[src/rtl/fb_port_arbiter.sv]
// rtl/fb_port_arbiter.sv - single-port arbiter for the 4-bank frame buffer
//
// Shares one RAM command port between a non-stallable capture write stream
// (absorbed by a small skid FIFO) and a req/ack readback requester.
//
// Ports:
//   iCLK, iRST_N            clock, synchronous active-low reset
//   iWR_EN/ADDR/DATA        capture write strobe, linear address, pixel
//   iRD_REQ/ADDR            read request (held until oRD_ACK), address
//   oRD_ACK                 one-cycle pulse: read command issued
//   oRD_DATA, oRD_DVAL      returned pixel and its one-cycle qualifier
//   oRAM_SEL/WE/ADDR/DATA   registered RAM command (one-hot bank select)
//   iRAM_Q                  bank read data, bank n at [n*DATA_W +: DATA_W]
//   oFIFO_LVL               skid FIFO occupancy
//   oOVF, iOVF_CLR          sticky write-overflow flag and its clear

module fb_port_arbiter #(
  parameter int ADDR_W     = 19,
  parameter int BANK_AW    = 17,
  parameter int DATA_W     = 12,
  parameter int FIFO_DEPTH = 4,
  parameter int RD_LAT     = 1,
  parameter int MAX_WAIT   = 8
) (
  input  logic                iCLK,
  input  logic                iRST_N,
  input  logic                iWR_EN,
  input  logic [ADDR_W-1:0]   iWR_ADDR,
  input  logic [DATA_W-1:0]   iWR_DATA,
  input  logic                iRD_REQ,
  input  logic [ADDR_W-1:0]   iRD_ADDR,
  output logic                oRD_ACK,
  output logic [DATA_W-1:0]   oRD_DATA,
  output logic                oRD_DVAL,
  output logic [3:0]          oRAM_SEL,
  output logic                oRAM_WE,
  output logic [BANK_AW-1:0]  oRAM_ADDR,
  output logic [DATA_W-1:0]   oRAM_DATA,
  input  logic [4*DATA_W-1:0] iRAM_Q,
  output logic [2:0]          oFIFO_LVL,
  output logic                oOVF,
  input  logic                iOVF_CLR
);

  localparam int PTR_W  = $clog2(FIFO_DEPTH);
  localparam int WAIT_W = $clog2(MAX_WAIT + 1);
  localparam int BIDX_W = ADDR_W - BANK_AW;
  localparam int ENT_W  = ADDR_W + DATA_W;

  // FIFO storage and bookkeeping
  logic [ENT_W-1:0]  mem_q [FIFO_DEPTH];
  logic [ENT_W-1:0]  mem_d [FIFO_DEPTH];
  logic [PTR_W-1:0]  wptr_q, wptr_d, rptr_q, rptr_d;
  logic [2:0]        cnt_q, cnt_d;
  logic              ovf_q, ovf_d;

  // Arbitration state
  logic [WAIT_W-1:0] wait_q, wait_d;

  // Registered RAM command
  logic [3:0]         sel_q, sel_d;
  logic               we_q, we_d;
  logic [BANK_AW-1:0] ram_addr_q, ram_addr_d;
  logic [DATA_W-1:0]  ram_data_q, ram_data_d;
  logic               ack_q, ack_d;
  logic [BIDX_W-1:0]  rd_bank_q, rd_bank_d;

  // Read-return pipeline: bank index travels alongside the RAM latency
  logic [RD_LAT-1:0]              pipe_vld_q, pipe_vld_d;
  logic [RD_LAT-1:0][BIDX_W-1:0]  pipe_bank_q, pipe_bank_d;
  logic [DATA_W-1:0]              rd_data_q, rd_data_d;
  logic                           dval_q, dval_d;

  // Combinational decisions
  logic              fifo_full, fifo_empty;
  logic              rd_ok, force_rd, grant_wr, grant_rd;
  logic              push_ok, ovf_evt;
  logic [ENT_W-1:0]  head;
  logic [ADDR_W-1:0] cmd_addr;

  always_comb begin
    mem_d       = mem_q;
    wptr_d      = wptr_q;
    rptr_d      = rptr_q;
    cnt_d       = cnt_q;
    ovf_d       = ovf_q;
    wait_d      = wait_q;
    sel_d       = 4'b0000;
    we_d        = 1'b0;
    ram_addr_d  = ram_addr_q;
    ram_data_d  = ram_data_q;
    ack_d       = 1'b0;
    rd_bank_d   = rd_bank_q;
    pipe_vld_d  = pipe_vld_q;
    pipe_bank_d = pipe_bank_q;
    rd_data_d   = rd_data_q;
    dval_d      = 1'b0;

    fifo_full  = (cnt_q == 3'(FIFO_DEPTH));
    fifo_empty = (cnt_q == 3'd0);
    head       = mem_q[rptr_q];

    // A request seen in its own ack cycle is the old one; ignore it.
    rd_ok    = iRD_REQ && !ack_q;
    force_rd = rd_ok && (wait_q >= WAIT_W'(MAX_WAIT - 1));
    grant_wr = !force_rd && !fifo_empty;
    grant_rd = rd_ok && (force_rd || fifo_empty);

    cmd_addr = grant_wr ? head[ENT_W-1:DATA_W] : iRD_ADDR;

    if (grant_wr || grant_rd) begin
      sel_d      = 4'b0001 << cmd_addr[ADDR_W-1:BANK_AW];
      ram_addr_d = cmd_addr[BANK_AW-1:0];
    end
    if (grant_wr) begin
      we_d       = 1'b1;
      ram_data_d = head[DATA_W-1:0];
      rptr_d     = rptr_q + PTR_W'(1);
    end
    if (grant_rd) begin
      ack_d     = 1'b1;
      rd_bank_d = iRD_ADDR[ADDR_W-1:BANK_AW];
    end

    // Starvation counter for the pending read
    if (!iRD_REQ || grant_rd) begin
      wait_d = '0;
    end else if (rd_ok && (wait_q != WAIT_W'(MAX_WAIT))) begin
      wait_d = wait_q + WAIT_W'(1);
    end

    // A pop in the same cycle frees the slot a push into a full FIFO needs.
    push_ok = iWR_EN && (!fifo_full || grant_wr);
    ovf_evt = iWR_EN && fifo_full && !grant_wr;
    if (push_ok) begin
      mem_d[wptr_q] = {iWR_ADDR, iWR_DATA};
      wptr_d        = wptr_q + PTR_W'(1);
    end
    cnt_d = cnt_q + 3'(push_ok) - 3'(grant_wr);
    ovf_d = ovf_evt || (ovf_q && !iOVF_CLR);

    // Stage 0 sees the command cycle; the last stage lines up with iRAM_Q.
    pipe_vld_d[0]  = ack_q;
    pipe_bank_d[0] = rd_bank_q;
    for (int i = 1; i < RD_LAT; i++) begin
      pipe_vld_d[i]  = pipe_vld_q[i-1];
      pipe_bank_d[i] = pipe_bank_q[i-1];
    end
    if (pipe_vld_q[RD_LAT-1]) begin
      dval_d    = 1'b1;
      rd_data_d = iRAM_Q[pipe_bank_q[RD_LAT-1]*DATA_W +: DATA_W];
    end
  end

  // FIFO payload needs no reset; the pointers define what is valid.
  always_ff @(posedge iCLK) begin
    mem_q <= mem_d;
  end

  always_ff @(posedge iCLK) begin
    if (!iRST_N) begin
      wptr_q      <= '0;
      rptr_q      <= '0;
      cnt_q       <= '0;
      ovf_q       <= 1'b0;
      wait_q      <= '0;
      sel_q       <= '0;
      we_q        <= 1'b0;
      ram_addr_q  <= '0;
      ram_data_q  <= '0;
      ack_q       <= 1'b0;
      rd_bank_q   <= '0;
      pipe_vld_q  <= '0;
      pipe_bank_q <= '0;
      rd_data_q   <= '0;
      dval_q      <= 1'b0;
    end else begin
      wptr_q      <= wptr_d;
      rptr_q      <= rptr_d;
      cnt_q       <= cnt_d;
      ovf_q       <= ovf_d;
      wait_q      <= wait_d;
      sel_q       <= sel_d;
      we_q        <= we_d;
      ram_addr_q  <= ram_addr_d;
      ram_data_q  <= ram_data_d;
      ack_q       <= ack_d;
      rd_bank_q   <= rd_bank_d;
      pipe_vld_q  <= pipe_vld_d;
      pipe_bank_q <= pipe_bank_d;
      rd_data_q   <= rd_data_d;
      dval_q      <= dval_d;
    end
  end

  assign oRD_ACK   = ack_q;
  assign oRD_DATA  = rd_data_q;
  assign oRD_DVAL  = dval_q;
  assign oRAM_SEL  = sel_q;
  assign oRAM_WE   = we_q;
  assign oRAM_ADDR = ram_addr_q;
  assign oRAM_DATA = ram_data_q;
  assign oFIFO_LVL = cnt_q;
  assign oOVF      = ovf_q;

endmodule

[config.mk]
export PLATFORM = sky130hd
export DESIGN_NAME = fb_port_arbiter
export DESIGN_NICKNAME = d
export VERILOG_FILES = /design/src/rtl/fb_port_arbiter.sv
export SDC_FILE = /design/constraint.sdc
export NUM_CORES = 1
export LEC_CHECK = 0
export BUFFER_PORTS_ARGS = -buffer_cell sky130_fd_sc_hd__buf_4
export CORE_MARGIN = 3
export CORE_UTILIZATION = 53
export DETAILED_ROUTE_END_ITERATION = 10
export PLACE_DENSITY_LB_ADDON = 0.1
export SYNTH_ARGS = -nofsm -noshare
export SYNTH_HDL_FRONTEND = slang
export SYNTH_SLANG_ARGS = --single-unit
[constraint.sdc]
create_clock -name iCLK -period 6.1 [get_ports iCLK]
set_input_delay 0.915 -clock iCLK [delete_from_list [all_inputs] [get_ports iCLK]]
set_output_delay 0.915 -clock iCLK [all_outputs]
set_load 0.01 [all_outputs]
==> summary.md, run 1 <==
| Metric | Value |
|---|---|
| Vias per cell | about 5.4 |
| Ys Warns | 0 |
| Avg Inst Size Synth | 15.6 um2 |
| Initial Util | 0.552 |
| Post-synthesis cell type count | 39 |
| Final critical-path required period | 3720 ps |
| Required time worst endpoint | 6420 ps |
| Post-synth EDFFs | about 120 |
| FF-to-FF path depth | 11 |
| Post-synthesis mux area share | 0.153 |
| Total wire length | roughly 15000 um |
| Max Root-Sink Buffers | 2 |
| CTS tree | built |
| Peak Freq | 269 MHz |
| Worst-margin pin slew | 1050 ps |
| Count leader, synth | edfxtp_1 |
| Core area | 0.0135 mm2 |
| Largest net degree at the start of global routing | between 60 and 70 |
| 1st-pass router iterations | 5 |
| CTS sink cnt | 189 |
| Outcome | complete, no violations |
| # setup viols final | 0 |
| CTS Hold Buffers Added | 0 |
| Post-synth ARST share | 0 |
| Via Count | 4408 |
| Die ar. | 0.0155 mm2 |
| Commonest cells in the netlist | edfxtp_1 (124), dfxtp_1 (65), nand2_1 (65) |
| Crit share post-route | 0.609 |
| Skew final | 7.51 ps |
| Slew Limit Fails | 0 |
| Post-Synth XOR/XNOR Area | 0.00825 |
| Clk_lat worst skew | 430 ps |
| Simple-gate share of the synthesized area | 0.0716 |
| Adder-cell area share of the yosys netlist | 0.0162 |
| Max Cap Violations | 0 |
| Pre-CTS WS | 1820 ps |
| Largest family of logic cells by synthesized area | multiplexers |
| Initial DRC Count | 222 |
| Synth top area cells | edfxtp_1 (50%), dfxtp_1 (18%), mux4_2 (13%) |
| Antenna cells | 0 |
| GRT Residual Overflow | 0 |
| Routed wire length per instance | roughly 19 um |
| CP endpoint kind | flip-flop |
| CTS buffer count | 17 |
| I/O pin count | roughly 160 |
| Worst flop-to-flop path endpoint | oFIFO_LVL[2]$_SDFF_PN0_ |
| Headroom to the max-slew limit | 0.297 |
| Fill cells | roughly 960 |
| Layout Nets | 735 |
| Hold violation count in the final report | 0 |
| Crit. Startpoint | iRD_REQ |
| Cell area after synthesis | 0.00743 mm2 |
| WHS Path Cells | 2 |
| Worst setup margin | roughly 2400 ps |
| # H-tree levels | 4 |
| Clk pin slew, worst setup/hold paths | 60 ps |
| Flop-to-flop setup slack | 2410 ps |
| Die width | 124 um |
| Setup TNS | 0 ps |
| Syn nets | around 590 |
| Cell count after synthesis | 477 |
| Dpl cells | 780 |
| R2r startpoint | wait_q[1]$_SDFFE_PP0P_ |
| PortBufs | between 150 and 200 |
| Post CTS Setup Buffer Count | 0 |
| First-pass GRT wire length | 24300 um |
| Die span in y | 124 um |
| Post-synthesis compound-gate area fraction | 0.0510 |
| Leakage power | 0.00346 uW |
| Sequential share of the synthesized area | 0.676 |
| Routability Congestion | just under 0.8 |
| Routed Antenna Nets | 0 |
| Area Growth Syn to Fin | 25.1% |
| Crit path launch type | input pin |
| Non-Filler Instances | 812 |
| VDD IR-drop max | 0.221 mV |
| All-layer global routing usage | 0.202 |
| Number of antenna violations at the first check in global routing | 0 |
| Clk Tree Root Cell | clkbuf_16 |
| CP Class | input pin to flip-flop |
| Power per cell area | 401 mW/mm2 |
| Synth area leader | edfxtp_1 |
| Number of global-route vias before repair | 4560 |
| Synth top area share | 0.501 |
| Cell row count | 42 |
| Hpwl dp | 9630 um |
| Post-CTS Resized | 0 |
| Top FF cell, synth | edfxtp_1 |
| Unrepaired setup endpoints after global routing | no |
| Drt drc | 0 |
| CP Max Fanout | 35 |
| Worst setup path endpoint | oFIFO_LVL[2]$_SDFF_PN0_ |
| Share of cells above drive strength 1 | 0.373 |
| Number of synthesized register bits | between 150 and 200 |
| Worst hold path type | flip-flop to flip-flop |
| Arr. time, crit path | between 4000 and 5000 ps |
flip-flops by register name, indices dropped and copies added, names as in the netlist:
| name | count |
|---|---|
| wait_q | 4 |
| mem_q | 124 |
| pipe_vld_q | 1 |
| oFIFO_LVL | 3 |
| oRD_ACK | 1 |
| pipe_bank_d | 2 |
| oRD_DVAL | 1 |
| wptr_q | 2 |
| oRAM_ADDR | 17 |
| pipe_bank_q | 2 |
| oRAM_SEL | 4 |
| rptr_q | 2 |
| oOVF | 1 |
| oRAM_WE | 1 |
| oRAM_DATA | 12 |
| oRD_DATA | 12 |
how the worst min path moves through the flow:
stage / from / endpoint / slack, ps
after floorplan: pipe_bank_d[0]$_SDFFE_PN0P_ / pipe_bank_q[0]$_SDFF_PN0_ / 400
after global placement: pipe_bank_d[0]$_SDFFE_PN0P_ / pipe_bank_q[0]$_SDFF_PN0_ / 410
after detailed placement: pipe_bank_d[0]$_SDFFE_PN0P_ / pipe_bank_q[0]$_SDFF_PN0_ / 420
after CTS: pipe_bank_d[0]$_SDFFE_PN0P_ / pipe_bank_q[0]$_SDFF_PN0_ / 450
after global routing: oRAM_DATA[6]$_SDFFE_PN0P_ / oRAM_DATA[6]$_SDFFE_PN0P_ / 490
final: pipe_bank_d[0]$_SDFFE_PN0P_ / pipe_bank_q[0]$_SDFF_PN0_ / 450
cell usage in the layout (no fill, tap or decap), types with 7 or more instances in the layout:
master | Yosys | final
a21boi_1 | 7 | 7
mux4_2 | 43 | 43
dfxtp_1 | 65 | 63
buf_4 | 5 | 155
nor2b_1 | 13 | 13
and2_1 | 15 | 11
mux2i_1 | 14 | 14
nor2_1 | 8 | 8
edfxtp_1 | 124 | 124
nand2_1 | 65 | 65
ha_1 | 8 | 8
o21ai_0 | 19 | 19
inv_1 | 10 | 10
clkbuf_16 | 0 | 17
a31oi_1 | 17 | 17
where the power goes:
group,internal (uW),switching [uW],leakage [uW]
Sequential,1530,131,0.00167
Clock,666,447,0.000286
Combinational,479,474,0.00150
metrics by stage:
stage	total power, uW	hold WS (ps)	utilization	area, um2
2_1_floorplan	2280	400	-	7430
3_3_place_gp	2630	413	0.646	8690
3_5_place_dp	2660	419	0.646	8690
4_1_cts	3770	450	0.691	9300
5_1_grt	3910	490	0.691	9300
6_report	3720	449	0.691	9300
metal layers:
metal | vias up | global-route usage | wire, um
met4 | 0 | 0.0658 | 221
met3 | 18 | 0.0536 | 961
met1 | 2169 | 0.250 | 6060
met2 | 146 | 0.346 | 7910
li1 | 2075 | - | -
met5 | - | 0 | 0
cells by family after synthesis:
family,count (synthesis)
flops,189
mux,59
buf+inv,39
compound gates,60
xor+xnor,7
simple gates,114
fa+ha+maj,9
critical path, cell delays in order:
cell	delay (ps)
buf_4	90
nand2b_1	140
o21ai_4	790
inv_2	560
ha_1	470
inv_1	40
ha_1	180
fa_1	380
xor2_1	180
xnor2_1	130
and2_1	150
layout make-up:
class	count	area [um2]	area share
clock inverters	10	139	0.0149
well taps	176	220	0.0237
repair buffers	155	1160	0.125
flip-flops and latches	189	5030	0.541
clock buffers	22	464	0.0499
multi-input cells	249	2240	0.241
inverters	11	41.3	0.00444
No activity file was read; power rests on OpenSTA's default activity.
==> run 2: changes to the inputs <==
clock period = 3.7 ns   (was 6.1 ns; I/O delays follow)
==> summary.md, run 2 (same netlist as run 1, synthesis figures left out) <==
| Metric | Value |
|---|---|
| Outcome | complete, no violations (unchanged) |
| Largest net degree at the start of global routing | 63 (unchanged) |
| GRT Residual Overflow | 0 (unchanged) |
| CTS buffer count | 17 (unchanged) |
| Area occupied by multi-input gates | 0.00224 mm2 (unchanged) |
| Routability Congestion | 0.813 (was 0.770) |
| Slew Limit Fails | 0 (unchanged) |
| Final core utilization | 0.692 (was 0.691) |
| Area Growth Syn to Fin | 25.3% (was 25.1%) |
| PortBufs | 154 (unchanged) |
| CP endpoint kind | flip-flop (unchanged) |
| Vias per cell | 5.42 (was 5.43) |
| Die ar. | 0.0155 mm2 (unchanged) |
| CP Max Fanout | 8 (was 35) |
| GRT met3 Usage | 0.0545 (was 0.0536) |
| Routed wire length per instance | 18.8 um (was 18.7 um) |
| Power per cell area | 662 mW/mm2 (was 401 mW/mm2) |
| Worst-margin pin slew | 988 ps (was 1050 ps) |
| Peak Freq | 369 MHz |
| Commonest non-fill, non-tap cell in the layout | buf_4 (unchanged) |
| Drt drc | 0 (unchanged) |
| Layout Nets | 737 (was 735) |
| First-pass GRT wire length | 24600 um (was 24300 um) |
| Max Cap Violations | 0 (unchanged) |
| Clk Tree Root Cell | clkbuf_16 (unchanged) |
| Via Count | 4409 (was 4408) |
| CTS tree | built (unchanged) |
| CTS sink cnt | 189 (unchanged) |
| Hold violation count in the final report | 0 (unchanged) |
| Most used routing layer | met2 (unchanged) |
| FF-to-FF path depth | 11 (unchanged) |
| Top reg by flops | mem_q (unchanged) |
| Unrepaired setup endpoints after global routing | no (unchanged) |
| Routed Antenna Nets | 0 (unchanged) |
| Die width | 124 um (unchanged) |
| Leakage power | 0.00347 uW (was 0.00346 uW) |
| # H-tree levels | 4 (unchanged) |
| Initial DRC Count | 217 (was 222) |
| 1st-pass router iterations | 4 (was 5) |
| CP Class | flip-flop to flip-flop (was input pin to flip-flop) |
| Cell row count | 42 (unchanged) |
| Headroom to the max-slew limit | 0.340 (was 0.297) |
| Worst hold path type | input pin to flip-flop (was flip-flop to flip-flop) |
| WHS Path Cells | 1 (was 2) |
| CTS Hold Buffers Added | 0 (unchanged) |
| Clk_lat worst skew | 420 ps (was 430 ps) |
| I/O pin count | 155 (unchanged) |
| Most frequent cells in the layout | buf_4 (157), edfxtp_1 (124), nand2_1 (65), dfxtp_1 (63), mux4_2 (43) (was buf_4 (155), edfxtp_1 (124), nand2_1 (65), dfxtp_1 (63), mux4_2 (43)) |
| GR Util met2 | 0.347 (was 0.346) |
| VDD IR-drop max | 0.358 mV (was 0.221 mV) |
| Post-CTS Resized | 0 (unchanged) |
| Post CTS Setup Buffer Count | 0 (unchanged) |
| Crit share post-route | 0.732 |
| Total wire length | 15300 um (was 15200 um) |
| Antenna cells | 0 (unchanged) |
| Fill cells | 947 (was 955) |
| Core area | 0.0135 mm2 (unchanged) |
| Die span in y | 124 um (unchanged) |
| Crit path launch type | flip-flop (was input pin) |
| Hpwl dp | 9700 um (was 9630 um) |
| Skew final | 6.75 ps (was 7.51 ps) |
| Total power | 6170 uW (was 3720 uW) |
| Arr. time, crit path | 3030 ps (was 4040 ps) |
| Setup TNS | 0 ps (unchanged) |
| Final critical-path required period | 2710 ps |
| Share of cells above drive strength 1 | 0.378 (was 0.373) |
| Number of flip-flops in the largest register | 124 (unchanged) |
| Max Root-Sink Buffers | 2 (unchanged) |
| M1 GR Usage | 0.252 (was 0.250) |
| FF+latch area | 0.00503 mm2 (unchanged) |
| All-layer global routing usage | 0.202 (about the same) |
| Required time worst endpoint | 4020 ps (was 6420 ps) |
| # setup viols final | 0 (unchanged) |
| Initial Util | 0.552 (unchanged) |
| Number of antenna violations at the first check in global routing | 0 (unchanged) |
| Number of global-route vias before repair | 4719 (was 4560) |
| Clk pin slew, worst setup/hold paths | 70 ps (was 60 ps) |
[run 2: changes by cell type in the layout (fill, tap and decap cells not counted), sizes merged]
cell / before / now
buf: 155 / 157
clkbuf: 22 / 20
clkinv: 4 / 6
clkinvlp: 2 / 3
inv: 12 / 11
[run 2: final timing paths]
path / startpoint / to / slack [ps]
max: wait_q[1]$_SDFFE_PP0P_ / oFIFO_LVL[2]$_SDFF_PN0_ / 990
min: iWR_ADDR[5] / mem_q[17]$_DFFE_PP_ / 330
max reg2reg: wait_q[1]$_SDFFE_PP0P_ / oFIFO_LVL[2]$_SDFF_PN0_ / 990
min reg2reg: pipe_bank_d[0]$_SDFFE_PN0P_ / pipe_bank_q[0]$_SDFF_PN0_ / 440
[run 2: cell type report]
type | instances | share of cell area
clock buffer | 20 | 0.0491
multi-input combinational | 249 | 0.241
inverter | 11 | 0.00444
tap | 176 | 0.0237
clock inverter | 12 | 0.0155
sequential | 189 | 0.540
timing repair buffer | 157 | 0.127
[run 2: power breakdown]
part,leakage (uW),switching (uW),internal (uW)
registers,0.00167,252,2520
clock network,0.000287,738,1090
logic,0.00151,766,802
total,0.00347,1760,4410
[run 2: per-stage QoR]
| step | hold slack (ps) | cell area, um2 | setup WS [ps] | instances |
|---|---|---|---|---|
| after floorplan | 400 | 7430 | 1150 | 477 |
| after global placement | 414 | 8710 | 1020 | 782 |
| after detailed placement | 428 | 8710 | 913 | 782 |
| after CTS | 314 | 9310 | 951 | 814 |
| after global routing | 318 | 9310 | 759 | 814 |
| final | 333 | 9310 | 992 | 814 |
[run 2: routing by layer]
layer	wire [um]	up-vias	share of wire
met5	0	-	0
met4	191	0	0.013
met3	768	16	0.050
met2	7760	135	0.51
met1	6550	2179	0.43
li1	-	2079	-
[run 2: critical path, stage by stage (launching register included)]
cell and delay (ps):
dfxtp_1 340, ha_1 210, a21o_1 230, a31oi_2 400, inv_1 80, ha_1 280
inv_1 40, ha_1 180, fa_1 370, xor2_1 180, xnor2_1 140, and2_1 150
